--- src/rtl/mem_access_unit_pkg.sv ---
// Shared constants, FSM encoding and store-lane helpers for the MEM-stage access unit.
package mem_access_unit_pkg;

  localparam logic [6:0] OP_LOAD  = 7'b0000011;
  localparam logic [6:0] OP_STORE = 7'b0100011;

  localparam logic [2:0] F3_B  = 3'b000;
  localparam logic [2:0] F3_H  = 3'b001;
  localparam logic [2:0] F3_W  = 3'b010;
  localparam logic [2:0] F3_BU = 3'b100;
  localparam logic [2:0] F3_HU = 3'b101;

  typedef enum logic [1:0] {
    S_IDLE = 2'd0,
    S_WAIT = 2'd1,
    S_DONE = 2'd2
  } state_t;

  function automatic logic [3:0] store_strb(input logic [2:0] funct3, input logic [1:0] offset);
    case (funct3)
      F3_B:    store_strb = 4'b0001 << offset;
      F3_H:    store_strb = offset[1] ? 4'b1100 : 4'b0011;
      default: store_strb = 4'b1111;
    endcase
  endfunction

  // Replicate the store operand across lanes so the strobes alone pick the bytes.
  function automatic logic [31:0] store_data(input logic [2:0] funct3, input logic [31:0] rs2);
    case (funct3)
      F3_B:    store_data = {4{rs2[7:0]}};
      F3_H:    store_data = {2{rs2[15:0]}};
      default: store_data = rs2;
    endcase
  endfunction

endpackage

--- src/rtl/mem_access_unit_if.sv ---
// Data-memory request/acknowledge port shared by the access unit and the memory model.
interface mem_access_unit_if #(
  parameter int addrWidth = 15
);
  logic                 dm_req;
  logic                 dm_we;
  logic [addrWidth-1:0] dm_addr;
  logic [3:0]           dm_wstrb;
  logic [31:0]          dm_wdata;
  logic                 dm_ack;
  logic [31:0]          dm_rdata;

  modport master (
    output dm_req, dm_we, dm_addr, dm_wstrb, dm_wdata,
    input  dm_ack, dm_rdata
  );

  modport slave (
    input  dm_req, dm_we, dm_addr, dm_wstrb, dm_wdata,
    output dm_ack, dm_rdata
  );
endinterface

--- src/rtl/mem_load_align.sv ---
// Selects the addressed byte/halfword lane of a read word and sign- or zero-extends it.
module mem_load_align
  import mem_access_unit_pkg::*;
(
  input  logic [31:0] rdata,
  input  logic [1:0]  offset,
  input  logic [2:0]  funct3,
  output logic [31:0] result
);

  logic [7:0]  lane_byte;
  logic [15:0] lane_half;

  always_comb begin
    lane_byte = rdata[7:0];
    case (offset)
      2'd1:    lane_byte = rdata[15:8];
      2'd2:    lane_byte = rdata[23:16];
      2'd3:    lane_byte = rdata[31:24];
      default: lane_byte = rdata[7:0];
    endcase
    lane_half = offset[1] ? rdata[31:16] : rdata[15:0];
  end

  always_comb begin
    result = rdata;
    case (funct3)
      F3_B:    result = {{24{lane_byte[7]}}, lane_byte};
      F3_H:    result = {{16{lane_half[15]}}, lane_half};
      F3_BU:   result = {24'd0, lane_byte};
      F3_HU:   result = {16'd0, lane_half};
      default: result = rdata;
    endcase
  end

endmodule

--- src/rtl/mem_access_unit.sv ---
// MEM-stage data-memory access unit: decodes RV32I loads/stores, runs one req/ack
// transaction at a time and stalls the pipeline until it completes.
module mem_access_unit
  import mem_access_unit_pkg::*;
#(
  parameter int addrWidth = 15
) (
  input  logic                 clk,
  input  logic                 rst_n,
  input  logic                 valid_in,
  input  logic [31:0]          inst_in,
  input  logic [31:0]          alu_out_in,
  input  logic [31:0]          rs2_data_in,
  mem_access_unit_if.master    dm,
  output logic                 mem_stall,
  output logic [31:0]          ld_data,
  output logic                 misaligned
);

  state_t      state;
  state_t      state_next;
  logic [6:0]  opcode;
  logic [2:0]  funct3;
  logic        is_load;
  logic        is_store;
  logic        mem_op;
  logic        half_access;
  logic        word_access;
  logic        mis_access;
  logic        issue;
  logic [2:0]  f3_q;
  logic [1:0]  off_q;
  logic [31:0] load_result;
  logic        unused_bits;

  assign opcode      = inst_in[6:0];
  assign funct3      = inst_in[14:12];
  assign is_load     = valid_in && (opcode == OP_LOAD) &&
                       (funct3 inside {F3_B, F3_H, F3_W, F3_BU, F3_HU});
  assign is_store    = valid_in && (opcode == OP_STORE) &&
                       (funct3 inside {F3_B, F3_H, F3_W});
  assign mem_op      = is_load || is_store;
  assign half_access = (funct3[1:0] == 2'b01);
  assign word_access = (funct3[1:0] == 2'b10);
  assign mis_access  = mem_op && ((half_access && alu_out_in[0]) ||
                                  (word_access && (alu_out_in[1:0] != 2'b00)));
  assign issue       = mem_op && !mis_access;
  assign unused_bits = ^{inst_in[31:15], inst_in[11:7], alu_out_in[31:addrWidth]};

  always_ff @(posedge clk or negedge rst_n) begin
    if (!rst_n) state <= S_IDLE;
    else        state <= state_next;
  end

  always_comb begin
    state_next = state;
    case (state)
      S_IDLE:  if (issue) state_next = S_WAIT;
      S_WAIT:  if (dm.dm_ack) state_next = S_DONE;
      S_DONE:  state_next = S_IDLE;
      default: state_next = S_IDLE;
    endcase
  end

  // Stall is raised in the detect cycle itself so the instruction cannot slip past.
  always_comb begin
    mem_stall = 1'b0;
    if (rst_n) mem_stall = ((state == S_IDLE) && issue) || (state == S_WAIT);
  end

  always_ff @(posedge clk or negedge rst_n) begin
    if (!rst_n) begin
      dm.dm_req   <= 1'b0;
      dm.dm_we    <= 1'b0;
      dm.dm_addr  <= '0;
      dm.dm_wstrb <= 4'b0000;
      dm.dm_wdata <= 32'd0;
      ld_data     <= 32'd0;
      misaligned  <= 1'b0;
      f3_q        <= 3'd0;
      off_q       <= 2'd0;
    end else begin
      misaligned <= (state == S_IDLE) && mis_access;
      if ((state == S_IDLE) && issue) begin
        dm.dm_req   <= 1'b1;
        dm.dm_we    <= is_store;
        dm.dm_addr  <= {alu_out_in[addrWidth-1:2], 2'b00};
        dm.dm_wstrb <= is_store ? store_strb(funct3, alu_out_in[1:0]) : 4'b0000;
        dm.dm_wdata <= store_data(funct3, rs2_data_in);
        f3_q        <= funct3;
        off_q       <= alu_out_in[1:0];
      end else if ((state == S_WAIT) && dm.dm_ack) begin
        dm.dm_req <= 1'b0;
        if (!dm.dm_we) ld_data <= load_result;
      end
    end
  end

  mem_load_align u_load_align (
    .rdata  (dm.dm_rdata),
    .offset (off_q),
    .funct3 (f3_q),
    .result (load_result)
  );

endmodule

--- src/flat_wrapper.sv ---
// flat-port wrapper written by rule: the top's interface ports become plain ports
module mem_access_unit_flat import mem_access_unit_pkg::*;
#(
  parameter int addrWidth = 15
)
  (clk, rst_n, valid_in, inst_in, alu_out_in, rs2_data_in, mem_stall, ld_data, misaligned, dm_dm_req, dm_dm_we, dm_dm_addr, dm_dm_wstrb, dm_dm_wdata, dm_dm_ack, dm_dm_rdata);
  mem_access_unit_if #(.addrWidth(addrWidth)) dm_i ();
  input  logic clk;
  input  logic rst_n;
  input  logic valid_in;
  input  logic [31:0] inst_in;
  input  logic [31:0] alu_out_in;
  input  logic [31:0] rs2_data_in;
  output logic mem_stall;
  output logic [31:0] ld_data;
  output logic misaligned;
  output wire logic [$bits(dm_i.dm_req)-1:0] dm_dm_req;
  output wire logic [$bits(dm_i.dm_we)-1:0] dm_dm_we;
  output wire logic [$bits(dm_i.dm_addr)-1:0] dm_dm_addr;
  output wire logic [$bits(dm_i.dm_wstrb)-1:0] dm_dm_wstrb;
  output wire logic [$bits(dm_i.dm_wdata)-1:0] dm_dm_wdata;
  input wire logic [$bits(dm_i.dm_ack)-1:0] dm_dm_ack;
  input wire logic [$bits(dm_i.dm_rdata)-1:0] dm_dm_rdata;
  assign dm_dm_req = dm_i.dm_req;
  assign dm_dm_we = dm_i.dm_we;
  assign dm_dm_addr = dm_i.dm_addr;
  assign dm_dm_wstrb = dm_i.dm_wstrb;
  assign dm_dm_wdata = dm_i.dm_wdata;
  assign dm_i.dm_ack = dm_dm_ack;
  assign dm_i.dm_rdata = dm_dm_rdata;
  mem_access_unit #(.addrWidth(addrWidth)) u_core (.clk(clk), .rst_n(rst_n), .valid_in(valid_in), .inst_in(inst_in), .alu_out_in(alu_out_in), .rs2_data_in(rs2_data_in), .dm(dm_i), .mem_stall(mem_stall), .ld_data(ld_data), .misaligned(misaligned));
endmodule
--- config.mk ---
export PLATFORM = sky130hd
export DESIGN_NAME = mem_access_unit_flat
export DESIGN_NICKNAME = d
export VERILOG_FILES = /design/src/rtl/mem_access_unit_pkg.sv /design/src/rtl/mem_access_unit_if.sv /design/src/rtl/mem_load_align.sv /design/src/rtl/mem_access_unit.sv /design/src/flat_wrapper.sv
export SDC_FILE = /design/constraint.sdc
export NUM_CORES = 1
export LEC_CHECK = 0
export ABC_AREA = 1
export BUFFER_PORTS_ARGS = -buffer_cell sky130_fd_sc_hd__buf_2
export CAP_MARGIN = 25
export CORE_MARGIN = 2
export CORE_UTILIZATION = 30
export CTS_CLUSTER_SIZE = 28
export DETAILED_ROUTE_END_ITERATION = 6
export PLACE_DENSITY = 0.56
export SYNTH_ARGS = -nofsm -noshare
export SYNTH_HDL_FRONTEND = slang
export SYNTH_HIERARCHICAL = 1
export SYNTH_SLANG_ARGS = --single-unit
--- constraint.sdc ---
create_clock -name clk -period 1.6 [get_ports clk]
set_input_delay 0.16 -clock clk [delete_from_list [all_inputs] [get_ports clk]]
set_output_delay 0.16 -clock clk [all_outputs]
set_load 0.005 [all_outputs]
### After elaboration in Yosys (flattened, before gate mapping)

Cells that the tools add are included.

* input port bits: 132
* flip-flop bits (word level): 91
* output and inout bits: 87

* bitwise operators: 2
* multiplexer cells: 13
* eq/ne operators: 17
* reductions and logical operators: 24
* shifts and indexed selects: 1

Operators with widths (number)
* 32-bit case mux with 4 select lines: 1
* 32-bit case mux with 2 select lines: 1
* 8-bit case mux with 3 select lines: 1
* 16-bit 2-to-1 mux: 1
* 3-bit equality test (second input constant): 4
* 1-bit logical AND: 11
* 4-bit 2-to-1 mux: 2
* 4-bit case mux with 2 select lines: 1
* 7-bit by 2-bit equality test with 1-bit output (second input constant): 1
* 7-bit by 6-bit equality test with 1-bit output (second input constant): 1
* 2-bit by 1-bit equality test with 1-bit output (second input constant): 3
* 2-bit equality test (second input constant): 3
* 3-bit by 1-bit equality test with 1-bit output (second input constant): 2
* 3-bit logical NOT: 2
* 5-bit nonzero test: 1
* 2-bit 2-to-1 mux: 2
* 2-bit case mux with 2 select lines: 1
* 2-bit nonzero test: 2
* 1-bit by 2-bit << shifter with 4-bit output (first input constant): 1
* 3-bit by 2-bit equality test with 1-bit output (second input constant): 1
* 1-bit logical OR: 3
* 1-bit 2-to-1 mux: 3
* 3-bit AND reduction: 1
* 3-bit nonzero test: 1
* 6 further kinds: 7

### Depth between registers and ports, before layout

Gate-level depths: netlist of the first run.

* depth after elaboration: 10
* mapped depth: 10
* depth with buffers taken out: 8

### Modules after synthesis

Netlist of the first run, hierarchy kept.

By module, submodules not included
* mem_access_unit: instances 1, area an instance 3822.4 um2, sequential area each 2277.2 um2, cells an instance 390
* mem_load_align: instances 1, area an instance 762.0 um2, sequential area each 0.0 um2, cells an instance 146

### Worst setup path before layout of the first run

OpenSTA, ideal clock, no wires.

* kind: reg-to-reg
* from: register u_core.off_q[1]
* to: register u_core.ld_data[25]
* cell stages (with the launch flop): 10
* slack: 0.189 ns
* path buffers: 3
* data arrival time: 1.284 ns
* setup time: 0.128 ns
* cell sequence: dfrtp_1 > buf_6 > inv_4 > buf_8 > nand2_4 > nand3_4 > nand4_4 > buf_6 > nand3_1 > mux2_1

* cells in the longest elaborated chain, start to end: 3
* elaborated cells on any way between the ends: 6
* those cells by class: 3 x eq/ne; 3 x mux

Ends and longest elaborated chain
* start, declared: RTL line mem_access_unit.sv:32 `logic [1:0] off_q;`
* start signal, assigned: RTL line mem_access_unit.sv:91 `off_q <= alu_out_in[1:0];`
* 2-bit equality test or 2-bit by 1-bit equality test with 1-bit output (tied branches): RTL line mem_load_align.sv:16 `case (offset)`
* 8-bit case mux with 3 select lines: RTL line mem_load_align.sv:16
* 32-bit case mux with 4 select lines (*): RTL line mem_load_align.sv:27 `case (funct3)`
* via u_core.load_result[25]: RTL line mem_access_unit.sv:33 `logic [31:0] load_result;`
* end signal, assigned: RTL line mem_access_unit.sv:94 `if (!dm.dm_we) ld_data <= load_result;`
* end, declared: RTL line mem_access_unit.sv:16 `output logic [31:0] ld_data,`

The timed path passes the listed nets; every way through them passes the cells marked *.
A chain may end at the register's enable or synchronous reset.

### Worst setup path after layout of the first run

* from: register u_core.state[0]
* to: output port mem_stall

* cells in the longest elaborated chain, start to end: 4
* elaborated cells on any way between the ends: 5
* those cells by class: 1 x eq/ne; 1 x mux; 3 x reduce/logical

Ends and longest elaborated chain
* start, declared: RTL line mem_access_unit.sv:20 `state_t state;`
* start signal, assigned: RTL line mem_access_unit.sv:52 `else state <= state_next;`
* 2-bit logical NOT: RTL line mem_access_unit.sv:68 `if (rst_n) mem_stall = ((state == S_IDLE) && issue) || (state == S_WAIT);`
* 1-bit logical AND: RTL line mem_access_unit.sv:68
* 1-bit logical OR (*): RTL line mem_access_unit.sv:68
* 1-bit 2-to-1 mux (*): RTL line mem_access_unit.sv:68
* end, declared: RTL line flat_wrapper.sv:14 `output logic mem_stall;`

Mark *: on every way between the ends. The rest lies on a longest branch, timed or not.

==> results of run 1 <==
## where the power goes
| group | total, uW | internal (uW) | switching, uW |
|---|---|---|---|
| logic | 1040 | 498 | 546 |
| registers | 2610 | 2500 | 111 |
| clock network | 2340 | 1410 | 924 |
## cell usage after synthesis, types with 5 or more instances
master and instances:
o21ai_0 26, nand3_2 6, inv_1 49, buf_6 8, a21oi_1 30, dfrtp_1 91
mux2_1 5, clkbuf_1 6, nor2_1 17, nand2_1 169, buf_2 8, mux2_2 27
nand3_1 20, a22oi_1 7, o21ai_1 46
## per-stage QoR
stage	setup WS, ns	setup TNS (ns)	area (um^2)
after floorplan	0.189	0	4590
after global placement	0.0860	0	5710
after detailed placement	0.0598	0	5710
after CTS	0.0376	0	6050
after global routing	-0.0260	-0.0260	6080
final	0.104	0	6080
## state kept, by name (all words and copies together), names as in the netlist
| register | flops |
|---|---|
| u_core/off_q | 2 |
| u_core/dm.dm_addr | 13 |
| u_core/f3_q | 3 |
| u_core/state | 2 |
| u_core/dm.dm_wdata | 32 |
| u_core/ld_data | 32 |
| u_core/misaligned | 1 |
| u_core/dm.dm_req | 1 |
| u_core/dm.dm_wstrb | 4 |
| u_core/dm.dm_we | 1 |
## metal layers
| layer | track usage [%] | vias to the layer above |
|---|---|---|
| met5 | 0 | - |
| met4 | 5.04 | 2 |
| met3 | 5.53 | 13 |
| met2 | 25.4 | 151 |
| met1 | 21.5 | 1906 |
| li1 | - | 2090 |
## area by class of cell
class,count,area (um^2),share of cell area [%]
clock buffers,10,239,3.93
inverters,52,206,3.39
multi-input cells,365,1930,31.7
clock inverters,5,85.1,1.40
flip-flops and latches,91,2280,37.5
repair buffers,196,1110,18.2
well taps,188,235,3.87
## worst paths after layout
path                                  startpoint  slack (ns)               endpoint  depth (start not counted)
setup / recovery                 u_core/state[0]        0.10              mem_stall                          5
hold / removal                         dm_dm_ack        0.03        u_core/state[0]                          2
setup reg to reg                  u_core/f3_q[0]        0.12      u_core/ld_data[4]                          6
hold reg to reg            u_core/dm.dm_wdata[2]        0.48  u_core/dm.dm_wdata[2]                          2
max in group asynchronous                  rst_n        0.64        u_core/off_q[1]                          3
min in group asynchronous                  rst_n        0.25     u_core/ld_data[22]                          2
## logic make-up (layout without fill, tap and decap cells)
kind of cell | Yosys count | after routing | share of synthesized area (%)
AO/OA/AOI/OAI | 113 | 113 | 13.1
buffers and inverters | 81 | 263 | 8.92
flip-flops | 91 | 91 | 49.7
multiplexers | 32 | 32 | 7.86
other | 1 | 2 | 0.0818
AND/OR/NAND/NOR | 218 | 218 | 20.3
## repair_timing
action / CTS / global route
buffers inserted: 0 / 1
hold endpoints to repair: 18 / 0
setup endpoints to repair: 1 / 27
gates resized for setup: 2 / 7
hold buffers: 1 / 0
==> summary.md, run 1 <==
| Metric | Value |
|---|---|
| CP bufs+invs | `2` |
| Pwr per Cell Area | `985 nW/um^2` |
| Fin. max-slew vios | `0` |
| Clk buf depth | `2` |
| Post-DR wirelength/cell | `14.3 um` |
| Period utilization | `93.5%` |
| Top post-synthesis cells by area | `dfrtp_1 (50%), nand2_1 (14%), mux2_2 (6.6%), o21ai_1 (5.0%), inv_1 (4.0%)` |
| Met2 wire len | `5850 um` |
| Overall die width | `128 um` |
| Initial Util | `30.4%` |
| Drt total wl | `13000 um` |
| Grt total ovfl | `0` |
| Leading cell type in the layout, fill and taps excluded | `buf_2` |
| Post-route DRC | `0` |
| Post-Syn Area | `4580 um^2` |
| Tmin final | `1.50 ns` |
| Vias in the first global route | `4104` |
| Post-Route M1 WL | `5770 um` |
| Leak | `0.00336 uW` |
| Setup CP Type | `flop to output port` |
| Pre-antenna DRT Iters | `7` |
| Worst skew pair latency | `0.35 ns` |
| Rows | `45` |
| Total power | `5990 uW` |
| Total of warnings raised by yosys | `6` |
| Via Count | `4162` |
| Cell Count, Final, Fillers Out | `907` |
| Final Wtd Congestion | `0.835` |
| # setup viols final | `0` |
| Vias per cell | `4.59` |
| Total GRT Usage | `16.3%` |
| Nets | `847` |
| DPL Wire Length | `9800 um` |
| WL met3 | `1190 um` |
| EDFF count, synth | `0` |
| IO Pins | `219` |
| Area grow syn2layout | `32.7%` |
| DRT iter0 DRCs | `196` |
| Max-cap check violation count | `0` |
| CTS Root Cell | `clkbuf_16` |
| Core box area | `15100 um^2` |
| CTS buffer count | `9` |
| CP delay by family, top | `flip-flops` |
| Clock Skew | `0.00554 ns` |
| CP arrival | `1.34 ns` |
| First-pass GRT wire length | `20900 um` |
| Sequential element share of the synthesized area | `49.7%` |
| Final Hold Viols | `0` |
| Inst Count DP | `890` |
| Critical Path Start Type | `flop` |
| Synth cell types | `29` |
| Synth area leader | `dfrtp_1` |
| Hold crit path type | `input port to flop` |
| Post-route ant nets | `0` |
| Port Buffers | `177` |
| Top sig layer | `met5` |
| Mean post-synth cell area | `8.55 um^2` |
| Die area | `16300 um^2` |
| Antenna cell count | `0` |
| Die Ht | `128 um` |
| Slowest cell on the critical path | `dfrtp_1` |
| Post-synth top area share | `49.7%` |
| CTS tree | `done` |
| CP endpoint kind | `output port` |
| Critical Path, Cell by Cell | `nor2_1, buf_4, nand3_4, a21boi_2, buf_2` |
| RSZ-0062 raised after global routing | `true` |
| Cells after Synth | `536` |
| Asr flop ratio synth | `100%` |
| Slowest stage delay, CP | `0.38 ns` |
| FF+latch count, synth | `91` |
| Min Hold Slack | `0.0284 ns` |
| # H-tree levels | `3` |
| Highest-count cells in the layout ignoring fill and taps | `buf_2 (176), nand2_1 (169), dfrtp_1 (90), inv_1 (48), o21ai_1 (47)` |
| Clk slew on worst S/H paths | `0.07 ns` |
| Sink Count | `91` |
| Core Util, Final | `40.3%` |
| Critical Path RT | `1.44 ns` |
| Share of cells above drive strength 1 | `35.6%` |
| Max Fclk | `669 MHz` |
| Peak supply drop | `499 uV` |
| Initial antenna violation count | `1` |
| Pin count of the biggest net entering global routing | `74` |
| Critical-path maximum fanout | `4` |
| Fillers | `1601` |
| Outcome | `finished clean` |
| Most used DFF post-synth | `dfrtp_1` |
No activity file was read; power rests on OpenSTA's default activity.
==> run 2: changes to the inputs <==
--- a/config.mk
+++ b/config.mk
@@ -13,7 +13,10 @@
 export CTS_CLUSTER_SIZE = 28
 export DETAILED_ROUTE_END_ITERATION = 6
 export PLACE_DENSITY = 0.56
+export REMOVE_ABC_BUFFERS = 1
+export SETUP_SLACK_MARGIN = 0.15
 export SYNTH_ARGS = -nofsm -noshare
 export SYNTH_HDL_FRONTEND = slang
 export SYNTH_HIERARCHICAL = 1
 export SYNTH_SLANG_ARGS = --single-unit
+export TNS_END_PERCENT = 30
==> run 2 against run 1 <==
Compared with the run above:
- critical path depth rose by 2
- sequential share of layout area fell by 1.2 points
- maximum frequency increased by 2.3%
- sequential power about the same
- final area grew 3.4%
- wire length increased by 4.9%
- die area stayed put
- largest power group unchanged
==> summary.md, run 2 (same netlist as run 1, synthesis figures left out) <==
| Metric | Value |
|---|---|
| Outcome | `finished clean (unchanged)` |
| RSZ-0062 raised after global routing | `true (unchanged)` |
| Via Count | `4258 (was 4162)` |
| Max Fclk | `684 MHz (was 669 MHz)` |
| Area post-placement | `5750 um^2 (was 5710 um^2)` |
| Overall die width | `128 um (unchanged)` |
| # H-tree levels | `3 (unchanged)` |
| Area grow syn2layout | `37.3% (was 32.7%)` |
| Highest-count cells in the layout ignoring fill and taps | `buf_2 (176), nand2_1 (164), dfrtp_1 (88), inv_1 (47), o21ai_1 (46) (was buf_2 (176), nand2_1 (169), dfrtp_1 (90), inv_1 (48), o21ai_1 (47))` |
| Period utilization | `91.4% (was 93.5%)` |
| CP endpoint kind | `flop (was output port)` |
| Worst skew pair latency | `0.35 ns (about the same)` |
| CTS Root Cell | `clkbuf_16 (unchanged)` |
| Sw frac | `28.0% (was 26.4%)` |
| Max-cap check violation count | `0 (unchanged)` |
| Pin count of the biggest net entering global routing | `92 (was 74)` |
| Fin. max-slew vios | `0 (unchanged)` |
| CP arrival | `1.68 ns (was 1.34 ns)` |
| Critical Path Start Type | `flop (unchanged)` |
| Leading cell type in the layout, fill and taps excluded | `buf_2 (unchanged)` |
| Relative slew slack | `64.8%` |
| Final Cell Area | `6290 um^2 (was 6080 um^2)` |
| IO Pins | `219 (unchanged)` |
| Rows | `45 (unchanged)` |
| Clock Power Share | `35.3% (was 39.0%)` |
| DRT iter0 DRCs | `171 (was 196)` |
| Port Buffers | `177 (unchanged)` |
| Part of the power in combinational logic | `19.4% (was 17.4%)` |
| Internal power | `4150 uW (was 4410 uW)` |
| Initial antenna violation count | `1 (unchanged)` |
| Register share of total power | `45.2% (was 43.5%)` |
| First-pass GRT wire length | `21100 um (was 20900 um)` |
| Grt total ovfl | `0 (unchanged)` |
| Core box area | `15100 um^2 (unchanged)` |
| DPL Wire Length | `9570 um (was 9800 um)` |
| Initial Util | `30.4% (unchanged)` |
| Vias per cell | `4.63 (was 4.59)` |
| Pwr per Cell Area | `916 nW/um^2 (was 985 nW/um^2)` |
| Critical-path maximum fanout | `11 (was 4)` |
| CTS tree | `done (unchanged)` |
| Clk buf depth | `2 (unchanged)` |
| Final Wtd Congestion | `0.780 (was 0.835)` |
| Die Ht | `128 um (unchanged)` |
| Post-route ant nets | `0 (unchanged)` |
| Post-DR wirelength/cell | `14.8 um (was 14.3 um)` |
| Setup TNS | `0 ns (unchanged)` |
| CTS buffer count | `9 (unchanged)` |
| Clk slew on worst S/H paths | `0.06 ns (was 0.07 ns)` |
| Leak | `0.00346 uW (was 0.00336 uW)` |
| Critical Path RT | `1.82 ns (was 1.44 ns)` |
| Clock Skew | `0.0121 ns (was 0.00554 ns)` |
| Nets | `858 (was 847)` |
| Hold crit path type | `input port to flop (unchanged)` |
| Post-route DRC | `0 (unchanged)` |
| Total GRT Usage | `16.6% (was 16.3%)` |
| Share of cells above drive strength 1 | `39.4% (was 35.6%)` |
| Hold depth | `2 (unchanged)` |
| Tmin final | `1.46 ns (was 1.50 ns)` |
| Final Hold Viols | `0 (unchanged)` |
| P_sw | `1610 uW (was 1580 uW)` |
| Worst reg-to-reg path cell count | `7 (was 6)` |
| Pre-antenna DRT Iters | `4 (was 7)` |
| Slew @ Worst Pin | `0.528 ns` |
| # setup viols final | `0 (unchanged)` |
| Sink Count | `91 (unchanged)` |
| Registers with the most flip-flops | `u_core/dm.dm_wdata x32, u_core/ld_data x32, u_core/dm.dm_addr x13 (unchanged)` |
| Vias in the first global route | `4101 (was 4104)` |
| Die area | `16300 um^2 (unchanged)` |
| Setup CP Type | `flop to flop (was flop to output port)` |
| Drt total wl | `13600 um (was 13000 um)` |
| Peak supply drop | `473 uV (was 499 uV)` |
-- run 2: cell count changes in the layout (fill, tap and decap cells not counted), moves of 3 or more --
cell     change
nand2_1      -5
nand2_4      +4
buf_6        +5
nand3_1      -3
mux2_1       -4
mux2_4       +4
-- run 2: what timing repair did --
item	in CTS	in global routing
pin swaps	2	5
setup endpoints to repair	32	33
hold endpoints to repair	91	0
hold buffers	1	0
resized for setup	9	32
cloned	0	4
buffers inserted	2	2
-- run 2: area by class of cell --
class	count	area [um^2]
antenna	1	2.50
clock buffer	11	243
clock inverter	5	35.0
fill	1606	8800
inverter	52	206
multi-input combinational	366	2040
sequential	91	2280
tap	188	235
timing repair buffer	206	1250
-- run 2: path summary, 6_finish.rpt --
kind,endpoint,from,slack [ns]
min reg2reg,u_core/dm.dm_wdata[28],u_core/dm.dm_wdata[28],0.49
max,u_core/ld_data[18],u_core/off_q[1],0.14
min in group asynchronous,u_core/ld_data[17],rst_n,0.43
max reg2reg,u_core/ld_data[18],u_core/off_q[1],0.14
min,u_core/state[0],dm_dm_ack,0.03
max in group asynchronous,u_core/ld_data[3],rst_n,0.75
-- run 2: power by group through the flow --
| stage | Combinational, uW | Clock (uW) | Sequential, uW |
|---|---|---|---|
| 6_report | 1120 | 2040 | 2610 |
| 5_1_grt | 1260 | 2200 | 2630 |
| 4_1_cts | 1060 | 2100 | 2610 |
| 3_5_place_dp | 1060 | 0 | 2640 |
| 3_3_place_gp | 1050 | 0 | 2640 |
| 2_1_floorplan | 450 | 0 | 2670 |
-- run 2: critical path: stages, from the launching register on --
cell and delay (ns):
dfrtp_2 0.46, inv_4 0.07, nand2_4 0.08, nand3_4 0.08, nand4_4 0.16, buf_12 0.15, nand3_1 0.06, mux2_1 0.27
-- run 2: routing by layer --
layer | share of wire, % | global-route usage, % | vias to the layer above
li1 | - | - | 2124
met1 | 43 | 21.0 | 1957
met2 | 45 | 26.2 | 162
met3 | 10 | 5.99 | 13
met4 | 1.4 | 5.82 | 2
met5 | 0.095 | 0 | -
-- run 2: stage by stage --
| step | total power [uW] | std cells | utilization [%] | hold WS, ns | setup WS [ns] |
|---|---|---|---|---|---|
| finish | 5760 | 920 | 41.7 | 0.0284 | 0.138 |
| floorplan | 3120 | 508 | - | -0.136 | -0.370 |
| global placement | 3690 | 894 | 38.1 | 0.293 | 0.0784 |
| detailed placement | 3700 | 894 | 38.1 | 0.292 | 0.0725 |
| global route | 6090 | 919 | 41.7 | 0.0298 | 0.0804 |
| CTS | 5770 | 913 | 40.3 | 0.0166 | 0.144 |
